$ cat src/rtl/demux_scheduler.sv
// demux_scheduler: routes serial beats to 4 destinations in BURST_LEN bursts.
// Define DEMUX_SCHEDULER_SKIP_EN to skip unready destinations when rotating.
module demux_scheduler #(
  parameter int BURST_LEN    = 4,
  parameter int IDLE_TIMEOUT = 8
) (
  input  logic       clk,
  input  logic       rst_n,
  input  logic       a,
  input  logic       a_valid,
  output logic       a_ready,
  input  logic [3:0] dst_ready,
  output logic [1:0] sel,
  output logic [3:0] out,
  output logic [3:0] out_valid,
  output logic       burst_done
);

  typedef enum logic [1:0] {
    IDLE = 2'd0,
    XFER = 2'd1,
    ADV  = 2'd2
  } state_t;

  localparam logic [3:0] CNT_LAST = 4'(BURST_LEN - 1);
  localparam logic [7:0] TO_LAST  = 8'(IDLE_TIMEOUT - 1);

  state_t     state;
  state_t     state_nx;
  logic [3:0] cnt;
  logic [7:0] tout;
  logic       take;
  logic       last;
  logic       expire;
  logic [1:0] sel_nx;
  logic       adv_ok;

  assign take   = a_valid && a_ready;
  assign last   = take && (cnt == CNT_LAST);
  assign expire = (state == XFER) && !a_valid
                  && (tout == TO_LAST);

`ifdef DEMUX_SCHEDULER_SKIP_EN
  logic [1:0] cand;

  // nearest ready index wins, so scan farthest first
  always_comb begin
    sel_nx = sel;
    adv_ok = 1'b0;
    cand   = sel;
    for (int k = 4; k >= 1; k--) begin
      cand = sel + 2'(k);
      if (dst_ready[cand]) begin
        sel_nx = cand;
        adv_ok = 1'b1;
      end
    end
  end
`else
  assign sel_nx = sel + 2'd1;
  assign adv_ok = 1'b1;
`endif

  always_ff @(posedge clk) begin
    if (!rst_n) state <= IDLE;
    else        state <= state_nx;
  end

  always_comb begin
    state_nx = state;
    unique case (state)
      IDLE: if (a_valid) state_nx = XFER;
      XFER: begin
        if (last)
          state_nx = ADV;
        else if (expire)
          state_nx = (cnt != 4'd0) ? ADV : IDLE;
      end
      ADV:  if (adv_ok) state_nx = XFER;
      default: state_nx = IDLE;
    endcase
  end

  always_comb begin
    a_ready = (state == XFER) && dst_ready[sel];
  end

  always_ff @(posedge clk) begin
    if (!rst_n) begin
      sel        <= 2'd0;
      cnt        <= 4'd0;
      tout       <= 8'd0;
      out        <= 4'd0;
      out_valid  <= 4'd0;
      burst_done <= 1'b0;
    end else begin
      out        <= 4'd0;
      out_valid  <= 4'd0;
      burst_done <= last || (expire && cnt != 4'd0);
      if (take) begin
        out[sel]       <= a;
        out_valid[sel] <= 1'b1;
        cnt            <= last ? 4'd0 : cnt + 4'd1;
      end else if (expire) begin
        cnt <= 4'd0;
      end
      if (state == XFER && !a_valid && !expire)
        tout <= tout + 8'd1;
      else
        tout <= 8'd0;
      if (state == ADV && adv_ok)
        sel <= sel_nx;
    end
  end

endmodule

$ cat config.mk
export PLATFORM = sky130hd
export DESIGN_NAME = demux_scheduler
export DESIGN_NICKNAME = d
export VERILOG_FILES = /design/src/rtl/demux_scheduler.sv
export SDC_FILE = /design/constraint.sdc
export NUM_CORES = 1
export LEC_CHECK = 0
export BUFFER_PORTS_ARGS = -buffer_cell sky130_fd_sc_hd__buf_4
export CAP_MARGIN = 10
export CORE_UTILIZATION = 25
export CTS_BUF_LIST = sky130_fd_sc_hd__clkbuf_4 sky130_fd_sc_hd__clkbuf_8
export CTS_CLUSTER_SIZE = 14
export DETAILED_ROUTE_END_ITERATION = 6
export PLACE_DENSITY_LB_ADDON = 0.12
export SYNTH_ARGS = -nofsm -noshare
export SYNTH_HDL_FRONTEND = slang
export SYNTH_SLANG_ARGS = --single-unit
$ cat constraint.sdc
create_clock -name clk -period 1.45 [get_ports clk]
set_input_delay 0.29 -clock clk [delete_from_list [all_inputs] [get_ports clk]]
set_output_delay 0.29 -clock clk [all_outputs]
set_load 0.05 [all_outputs]
==> impl_metrics.py <==
metrics = {
    "synth": {
        "synth_edf_count": 0,
        "syn_area_per_cell_um2": 9.99,
        "synthCells": 112,
        "async_flop_share_pct": 0,
        "synth_area_um2": 1120,
        "ys_types": 31,
        "ys.warnings.count": 0,
        "ys.flop_type": "dfxtp_1",
        "syn_nets": 127,
        "ys_ff_latch": 25,
        "yosysSeqAreaShare_pct": 44.7,
    },
    "route": {
        "drcViolationCount": 0,
        "vias_per_cell": 4.48,
        "post_drt_wl_per_cell_um": 11.4,
        "drt-initial-drc-count": 10,
        "final_antenna_net_count": 0,
        "vias": 879,
        "firstDrtPassIters": 4,
        "routed_wl_um": 2230,
    },
    "setup_path": {
        "critPathKind": "reg -> out",
        "startpoint_type": "flip-flop",
        "crit_fanout": 3,
        "worstPathArrival_ns": 1.28,
        "end_kind": "primary output",
        "critPathRequiredTime_ns": 1.16,
    },
    "clock_network": {
        "cts.sinks": 25,
        "cts_buffer_depth": 2,
        "cts_tree": "built",
        "cts.reportedPaths.clkPinSlew_ns": 0.08,
        "cts-root-buf": "clkbuf_8",
        "ctsHoldBuffers": 0,
        "post_cts_buffers": 0,
        "worstSkewPairLatency_ns": 0.26,
        "h-tree-depth": 1,
        "cts-buffers-inserted": 3,
    },
    "sta": {
        "layout_min_cycle_time_ns": 1.57,
        "rsz0062_at_grt": "yes",
        "skew_ns": 0.00179,
        "finalCritPeriodShare_pct": 108,
        "fmax_mhz": 638,
        "hold_viol_final": 0,
        "slew_headroom_pct": 79.7,
        "whs_ns": 0.256,
        "tightestPinTransition_ns": 0.304,
        "worst_slack_ns": -0.118,
        "drv_slew": 0,
        "setup_violations": 4,
    },
    "power": {
        "vdd_ir_drop_max_v": 0.000301,
        "leakage_nw": 0.630,
        "power_density_nw_per_um2": 776,
    },
    "cells_and_area": {
        "postLayoutCellArea_um2": 1570,
        "nNetsFinal": 162,
        "area.growth.synth_to_final_pct": 40.4,
        "num_antenna_cells": 0,
        "finalNonFillerCells": 196,
        "final_util_pct": 37.9,
        "drive_above_1_share_pct": 39.7,
    },
    "floorplanning": {
        "die_h_um": 68.9,
        "die_x_um": 68.9,
        "core_um2": 4140,
        "ios": 20,
        "dieArea_um2": 4750,
        "fp-row-count": 23,
        "start_util_pct": 27.0,
    },
    "global_routing": {
        "grt_pass1_wl_um": 3850,
        "grt_usage_pct": 11.0,
        "grt_max_degree": 14,
        "globalRouteOverflowTotal": 0,
        "antenna_found_initial": 0,
        "first_global_vias": 862,
    },
    "place": {
        "dpl_cell_area_um2": 1450,
        "dpl.hpwl_um": 1730,
        "portBuffers": 19,
        "place_inst": 192,
        "dpl_worst_slack_ns": -0.0577,
        "finalWeightedCongestion": 0.759,
    },
    "flow_run": {
        "drv_cap": 0,
    },
    "status": {
        "violations": "setup timing",
        "status": "complete, but fails checks",
    },
    "min_path": {
        "hold_path_class": "in -> reg",
    },
}
## cell usage in the layout (no fill, tap or decap), drive strengths merged
master | Yosys | layout
buf | 1 | 31
dfxtp | 25 | 25
nor2 | 15 | 15
nand3 | 7 | 7
ha | 7 | 7
and3 | 7 | 7
inv | 5 | 5
xor2 | 5 | 5
nand2 | 4 | 4
a21oi | 4 | 4
clkbuf | 0 | 4
and2 | 4 | 4
nor3 | 3 | 3
a211oi | 3 | 3
nand3b | 2 | 2
nor2b | 2 | 2
a221o | 2 | 2
a22o | 2 | 2
xnor2 | 2 | 2
mux2i | 1 | 1
mux2 | 1 | 1
nand2b | 1 | 1
and2b | 1 | 1
a2bb2oi | 1 | 1
or2 | 1 | 1
nor4b | 1 | 1
a211o | 1 | 1
nor3b | 1 | 1
a41oi | 1 | 1
o21a | 1 | 1
o21bai | 1 | 1
## per-layer routing
layer,global-route usage [%],wire [um],up-vias
li1,-,-,455
met1,13.4,1090,407
met2,19.2,1030,15
met3,2.47,97,2
met4,3.06,17,0
met5,0,0,-
## cell type report
cell class	instances	area (um^2)
fill	428	2570
multi-input combinational	81	686
sequential	25	510
timing repair buffer	31	244
tap	50	62.6
clock buffer	4	48.8
inverter	5	18.8
## synthesized netlist by cell type, drive strengths merged, types with 2 or more instances
cell | number | share of area, %
inv | 5 | 1.7
and3 | 7 | 3.9
and2 | 4 | 2.2
xnor2 | 2 | 1.6
nand2 | 4 | 1.3
nand3b | 2 | 1.3
a22o | 2 | 1.6
nor2 | 15 | 5.3
dfxtp | 25 | 45
a221o | 2 | 1.8
a21oi | 4 | 1.8
xor2 | 5 | 3.9
nor3 | 3 | 1.3
a211oi | 3 | 2.0
nand3 | 7 | 3.1
nor2b | 2 | 1.1
ha | 7 | 7.8
## repair_timing
| action | 4_1_cts | 5_1_grt |
|---|---|---|
| pin swaps | 5 | 6 |
| gates cloned | 0 | 0 |
| endpoints found under the hold margin | 0 | 0 |
| endpoints found under the setup margin | 4 | 13 |
| gates resized for setup | 8 | 9 |
## per-stage QoR
step,power (W),TNS [ns]
floorplan,0.000764,-0.323
global placement,0.000805,-0.0220
detailed placement,0.000806,-0.0743
CTS,0.00124,-0.193
global route,0.00129,-0.709
finish,0.00122,-0.178
## cell families after synthesis
| kind of cell | count (synthesis) | synth area share [%] |
|---|---|---|
| buffers and inverters | 6 | 2.68 |
| XOR/XNOR | 7 | 5.48 |
| AND/OR/NAND/NOR | 49 | 24.3 |
| adder cells (fa/ha/maj) | 7 | 7.83 |
| multiplexers | 2 | 1.90 |
| AO/OA/AOI/OAI | 16 | 13.1 |
| flip-flops | 25 | 44.7 |
## path summary, 6_finish.rpt
kind,start,endpoint,slack [ns],cells past startpoint
setup / recovery,sel[1],a_ready,-0.12,4
hold / removal,a_valid,tout[2],0.26,2
setup reg to reg,sel[1],cnt[3],-0.03,4
hold reg to reg,tout[4],tout[4],0.55,2
## worst max-delay path, cell delays in order, from the launching register on
cell      delay, ns
dfxtp_4        0.38
mux2_4         0.34
nor2_4         0.10
a211oi_4       0.04
buf_6          0.16
## where the power goes
part | leakage [nW] | switching (W) | internal [W]
sequential | 0.204 | 0.00000430 | 0.000688
clock | 0.0262 | 0.000206 | 0.000214
combinational | 0.399 | 0.0000546 | 0.0000510
total | 0.630 | 0.000265 | 0.000953
## registers in the layout (all words and copies together) (netlist names)
register and cells:
out_valid 4, cnt 4, burst_done 1, tout 8
state 2, sel 2, out 4
No activity file was read; power rests on OpenSTA's default activity.
